<file path="src/rtl/gb_dma_pkg.sv">
// Shared types and address constants for the OAM DMA controller.
package gb_dma_pkg;

  typedef enum logic [1:0] {
    IDLE  = 2'd0,
    DELAY = 2'd1,
    READ  = 2'd2,
    WRITE = 2'd3
  } dma_state_t;

  localparam logic [15:0] DMA_REG_ADDR = 16'hFF46;
  localparam logic [15:0] OAM_BASE     = 16'hFE00;
  localparam logic [15:0] HRAM_BASE    = 16'hFF80;
  localparam logic [15:0] HRAM_TOP     = 16'hFFFE;
  localparam logic [7:0]  ECHO_SUB     = 8'h20;

  // Pages E0-FF alias down into C0-DF (echo RAM).
  function automatic logic [7:0] src_eff(input logic [7:0] src);
    return (src >= 8'hE0) ? (src - ECHO_SUB) : src;
  endfunction

endpackage

</file>
<file path="src/rtl/hram_bank.sv">
// 127-byte high RAM: synchronous write, asynchronous read.
module hram_bank #(
  parameter int DEPTH = 127
) (
  input  logic       clk,
  input  logic       we,
  input  logic [6:0] addr,
  input  logic [7:0] wdata,
  output logic [7:0] rdata
);

  logic [7:0] mem_q [DEPTH];

  always_ff @(posedge clk) begin
    if (we && (int'(addr) < DEPTH)) mem_q[addr] <= wdata;
  end

  assign rdata = (int'(addr) < DEPTH) ? mem_q[addr] : 8'h00;

endmodule

</file>
<file path="src/rtl/oam_dma_ctrl.sv">
// OAM DMA controller: FF46 write copies DMA_LEN bytes from {src,00} to FE00.
// Optional HRAM at FF80-FFFE is built when GB_DMA_HRAM_EN is defined.
module oam_dma_ctrl
  import gb_dma_pkg::*;
#(
  parameter int DMA_LEN     = 160,
  parameter int START_DELAY = 1
) (
  input  logic        clk,
  input  logic        rst,
  input  logic [15:0] cpu_addr,
  input  logic [7:0]  cpu_wdata,
  input  logic        cpu_rd,
  input  logic        cpu_wr,
  output logic [7:0]  cpu_rdata,
  output logic [15:0] mem_addr,
  output logic [7:0]  mem_wdata,
  output logic        mem_rd,
  output logic        mem_wr,
  input  logic [7:0]  mem_rdata,
  output logic        dma_active
);

  localparam int          CW       = (START_DELAY > 1) ? $clog2(START_DELAY) : 1;
  localparam logic [CW-1:0] DLY_LOAD = CW'(START_DELAY - 1);
  localparam logic [7:0]  LAST_IDX = 8'(DMA_LEN - 1);

  dma_state_t    state_q;
  logic [7:0]    i_q;
  logic [7:0]    src_q;
  logic [7:0]    byte_q;
  logic [CW-1:0] cnt_q;
  logic          dma_active_q;

  logic reg_hit;
  logic trig;
  logic local_hit;

  assign reg_hit = (cpu_addr == DMA_REG_ADDR);
  assign trig    = cpu_wr && reg_hit;

`ifdef GB_DMA_HRAM_EN
  logic       hram_hit;
  logic [7:0] hram_rdata;

  assign hram_hit = (cpu_addr >= HRAM_BASE) && (cpu_addr <= HRAM_TOP);

  hram_bank #(.DEPTH(127)) u_hram (
    .clk   (clk),
    .we    (cpu_wr && hram_hit),
    .addr  (cpu_addr[6:0]),
    .wdata (cpu_wdata),
    .rdata (hram_rdata)
  );

  assign local_hit = reg_hit || hram_hit;
`else
  assign local_hit = reg_hit;
`endif

  always_ff @(posedge clk or posedge rst) begin
    if (rst) begin
      state_q      <= IDLE;
      i_q          <= 8'h00;
      src_q        <= 8'hFF;
      byte_q       <= 8'h00;
      cnt_q        <= '0;
      dma_active_q <= 1'b0;
    end else if (trig) begin
      src_q        <= cpu_wdata;
      i_q          <= 8'h00;
      cnt_q        <= DLY_LOAD;
      state_q      <= DELAY;
      dma_active_q <= 1'b1;
    end else begin
      case (state_q)
        IDLE: ;
        DELAY: begin
          if (cnt_q == '0) state_q <= READ;
          else             cnt_q   <= cnt_q - 1'b1;
        end
        READ: begin
          byte_q  <= mem_rdata;
          state_q <= WRITE;
        end
        WRITE: begin
          if (i_q == LAST_IDX) begin
            i_q          <= 8'h00;
            state_q      <= IDLE;
            dma_active_q <= 1'b0;
          end else begin
            i_q     <= i_q + 8'h01;
            state_q <= READ;
          end
        end
        default: state_q <= IDLE;
      endcase
    end
  end

  assign dma_active = dma_active_q;

  // A retrigger in the same cycle suppresses the DMA strobe so the aborted byte never lands.
  always_comb begin
    mem_addr  = 16'h0000;
    mem_wdata = 8'h00;
    mem_rd    = 1'b0;
    mem_wr    = 1'b0;
    if (!rst) begin
      case (state_q)
        IDLE: begin
          mem_addr  = cpu_addr;
          mem_wdata = cpu_wdata;
          mem_rd    = cpu_rd && !local_hit;
          mem_wr    = cpu_wr && !local_hit;
        end
        READ: begin
          mem_addr = {src_eff(src_q), i_q};
          mem_rd   = !trig;
        end
        WRITE: begin
          mem_addr  = OAM_BASE + {8'h00, i_q};
          mem_wdata = byte_q;
          mem_wr    = !trig;
        end
        default: ;
      endcase
    end
  end

  always_comb begin
    cpu_rdata = mem_rdata;
    if (reg_hit) cpu_rdata = src_q;
`ifdef GB_DMA_HRAM_EN
    else if (hram_hit) cpu_rdata = hram_rdata;
`endif
    else if (dma_active_q) cpu_rdata = 8'hFF;
  end

endmodule
</file>
<file path="config.mk">
export PLATFORM = sky130hd
export DESIGN_NAME = oam_dma_ctrl
export DESIGN_NICKNAME = d
export VERILOG_FILES = /design/src/rtl/gb_dma_pkg.sv /design/src/rtl/hram_bank.sv /design/src/rtl/oam_dma_ctrl.sv
export SDC_FILE = /design/constraint.sdc
export NUM_CORES = 1
export LEC_CHECK = 0
export CORE_MARGIN = 2
export CORE_UTILIZATION = 44
export DETAILED_ROUTE_END_ITERATION = 8
export GPL_TIMING_DRIVEN = 1
export PLACE_DENSITY = 0.89
export SYNTH_ARGS = -nofsm -noshare
export SYNTH_HDL_FRONTEND = slang
export SYNTH_SLANG_ARGS = --single-unit
export TNS_END_PERCENT = 20
</file>
<file path="constraint.sdc">
create_clock -name clk -period 2.4 [get_ports clk]
set_input_delay 0.48 -clock clk [delete_from_list [all_inputs] [get_ports clk]]
set_output_delay 0.48 -clock clk [all_outputs]
set_load 0.02 [all_outputs]
</file>
==> results.cfg <==
[critical_path]
r2r_setup_slack_ns = 0.52
critPathKind = in -> out
critPathBufInv = 3
cp.arrival_ns = 1.92
end_kind = output port
worstPathMaxFanout = 8
critPathTopFamily = simple AND/OR/NAND/NOR gates
critPathLaunchType = input port
worstPathRequired_ns = 1.92
worstPathCellList = buf_6, nand4bb_4, or4_4, buf_12, a21oi_2, buf_4
cp_slowest_stage_delay_ns = 0.62
worst_path_max_delay_cell = or4_4

[grt]
grt_use_total = 0.287
grt_pass1_wl_um = 9760
first_global_vias = 1979
grtUsageMet3 = 0.0417
use_met1 = 0.365
overflow = 0
grt_start_max_net_pins = 32
antenna_found_initial = 0
busiest_layer = met2
grt_util_met2 = 0.482

[clock_tree]
clockBufferDepth = 2
cts_sinks = 27
insertion_delay_ns = 0.28
hold_buffers = 0
cts_buffers = 3
cts-root-buf = clkbuf_8
postCtsSetupBuffers = 0
cts_tree = done
clk_pin_slew_worst_paths_ns = 0.09
htree_levels = 1

[routing]
wire_per_inst_um = 18.2
vias = 2003
routed_wl_um = 6150
viasPerCell = 5.94
post-route-drc-count = 0
ant_nets = 0
drt_pass1_iterations = 4
drt_iter0_markers = 129

[yosys]
ys_ff_latch = 27
netlist_area_um2 = 1790
async_flop_share = 1.00
synth_ff_type = dfrtp_1
synth-edff-count = 0
synth_most_common_cell = nor2_1
synth_area_per_cell_um2 = 8.71
ys_top_cells_by_area = dfrtp_1 (27%), dfstp_2 (12%), nor2_1 (9.7%)
synth_top_area_cell = dfrtp_1
yosysWarnings = 0
synth.distinct_cells = 38
synth_top_cells_by_count = nor2_1 (46), a21oi_1 (19), dfrtp_1 (19)
synth_nets = 247
ys_seq_area_frac = 0.384
yosysTopAreaCellShare = 0.266
syn_inst = 205

[die]
fp.coreArea_um2 = 3940
core.rowCount = 23
fp.dieW_um = 67.7
fp.dieArea_um2 = 4580
start_util = 0.453
die_y_um = 67.7
ios = 71

[sta]
period_share = 1.00
max_slew.worst_pin.slew_ns = 0.526
skew_ns = 0.00570
slew-limit-headroom = 0.644
period_needed_ns = 2.40
grt_setup_unrepaired = yes
drv_slew = 0
whs_ns = 0.519
fmax_mhz = 417
setup_ws_ns = 0.00107
setup_violations = 0
hold_violations = 0

[min_path]
hold_class = reg -> reg

[layout]
layout-drive-gt1-share = 0.348
area_growth_pct = 55.4
fin_nets = 330
n_antenna_cell = 0
nFillCells = 293

[pwr]
cellLeakagePower_nw = 1.27
ir_drop_uv = 399
power.total_w = 0.00217
p_per_area_nw_per_um2 = 782

[run_status]
status = finished, final reports clean

[placement]
io_buffers = 70
dp_slack_ns = -0.780
place.gp.congestion = 0.846
dp_hpwl_um = 4100

[run]
max_cap_viol_count = 0
placed cells by master (no fill, tap or decap), drive strengths merged, types with 3 or more instances in the layout:
cell / n
nor2: 47
xor2: 3
dfstp: 8
a21oi: 19
dlygate4sd2: 11
or2: 3
nand2: 6
ha: 6
clkbuf: 21
clkdlybuf4s50: 20
dfrtp: 19
a22oi: 17
o21ai: 4
inv: 6
clkdlybuf4s15: 6
a221oi: 4
nand3: 10
mux2: 14
buf: 39
nand4: 4
sequential cells by signal, indices dropped and copies added, names as in the netlist:
name        count
i_q             8
byte_q          8
src_q           8
state_q         2
dma_active      1
where the power goes:
part	internal (W)	leakage (nW)	total, W	switching [W]
registers	0.000589	0.305	0.000723	0.000134
logic	0.000555	0.938	0.00118	0.000627
clock network	0.000119	0.0228	0.000264	0.000145
total	0.00126	1.27	0.00217	0.000906
repair_timing:
item,4_1_cts,5_1_grt
setup endpoints to repair,40,26
gates resized for setup,143,38
gates cloned,1,0
pin swaps,7,3
layout make-up:
class,count,area [um2],area share
inverters,6,22.5,0.00812
clock buffers,4,45.0,0.0162
flip-flops and latches,27,686,0.247
multi-input cells,157,1160,0.417
well taps,50,62.6,0.0226
repair buffers,93,802,0.289
kinds of logic (layout without fill, tap and decap cells):
group	after synthesis	after routing	share of synthesized area
buffers and inverters	21	103	0.0469
and+or+nand+nor	82	82	0.229
adders and majority gates	6	6	0.0420
AOI/OAI and AO/OA	50	50	0.184
muxes	16	16	0.0995
xor gates and xnor gates	3	3	0.0147
DFF	27	27	0.384
routing by layer:
metal / up-vias / share of wire / routed length [um]
met1: 944 / 0.40 / 2430
met4: 0 / 0.032 / 194
met5: - / 0 / 0
met2: 131 / 0.49 / 3020
li1: 908 / - / -
met3: 20 / 0.081 / 500
through the flow:
stage / setup TNS (ns) / utilization / cells / area (um2)
6_report: 0 / 0.704 / 337 / 2770
3_3_place_gp: -14.00 / 0.684 / 332 / 2700
4_1_cts: -0.0476 / 0.717 / 337 / 2830
2_1_floorplan: -0.267 / - / 205 / 1790
5_1_grt: -0.202 / 0.704 / 337 / 2770
3_5_place_dp: -16.33 / 0.684 / 332 / 2700
worst paths after layout:
kind | startpoint | end | cells past startpoint
max | cpu_addr[5] | cpu_rdata[6] | 6
min | byte_q[7] | byte_q[7] | 1
max reg2reg | state_q[0] | byte_q[5] | 7
min reg2reg | byte_q[7] | byte_q[7] | 1
max in group asynchronous | rst | src_q[0] | 4
min in group asynchronous | rst | state_q[1] | 4
(Power assumes the default switching activity.)
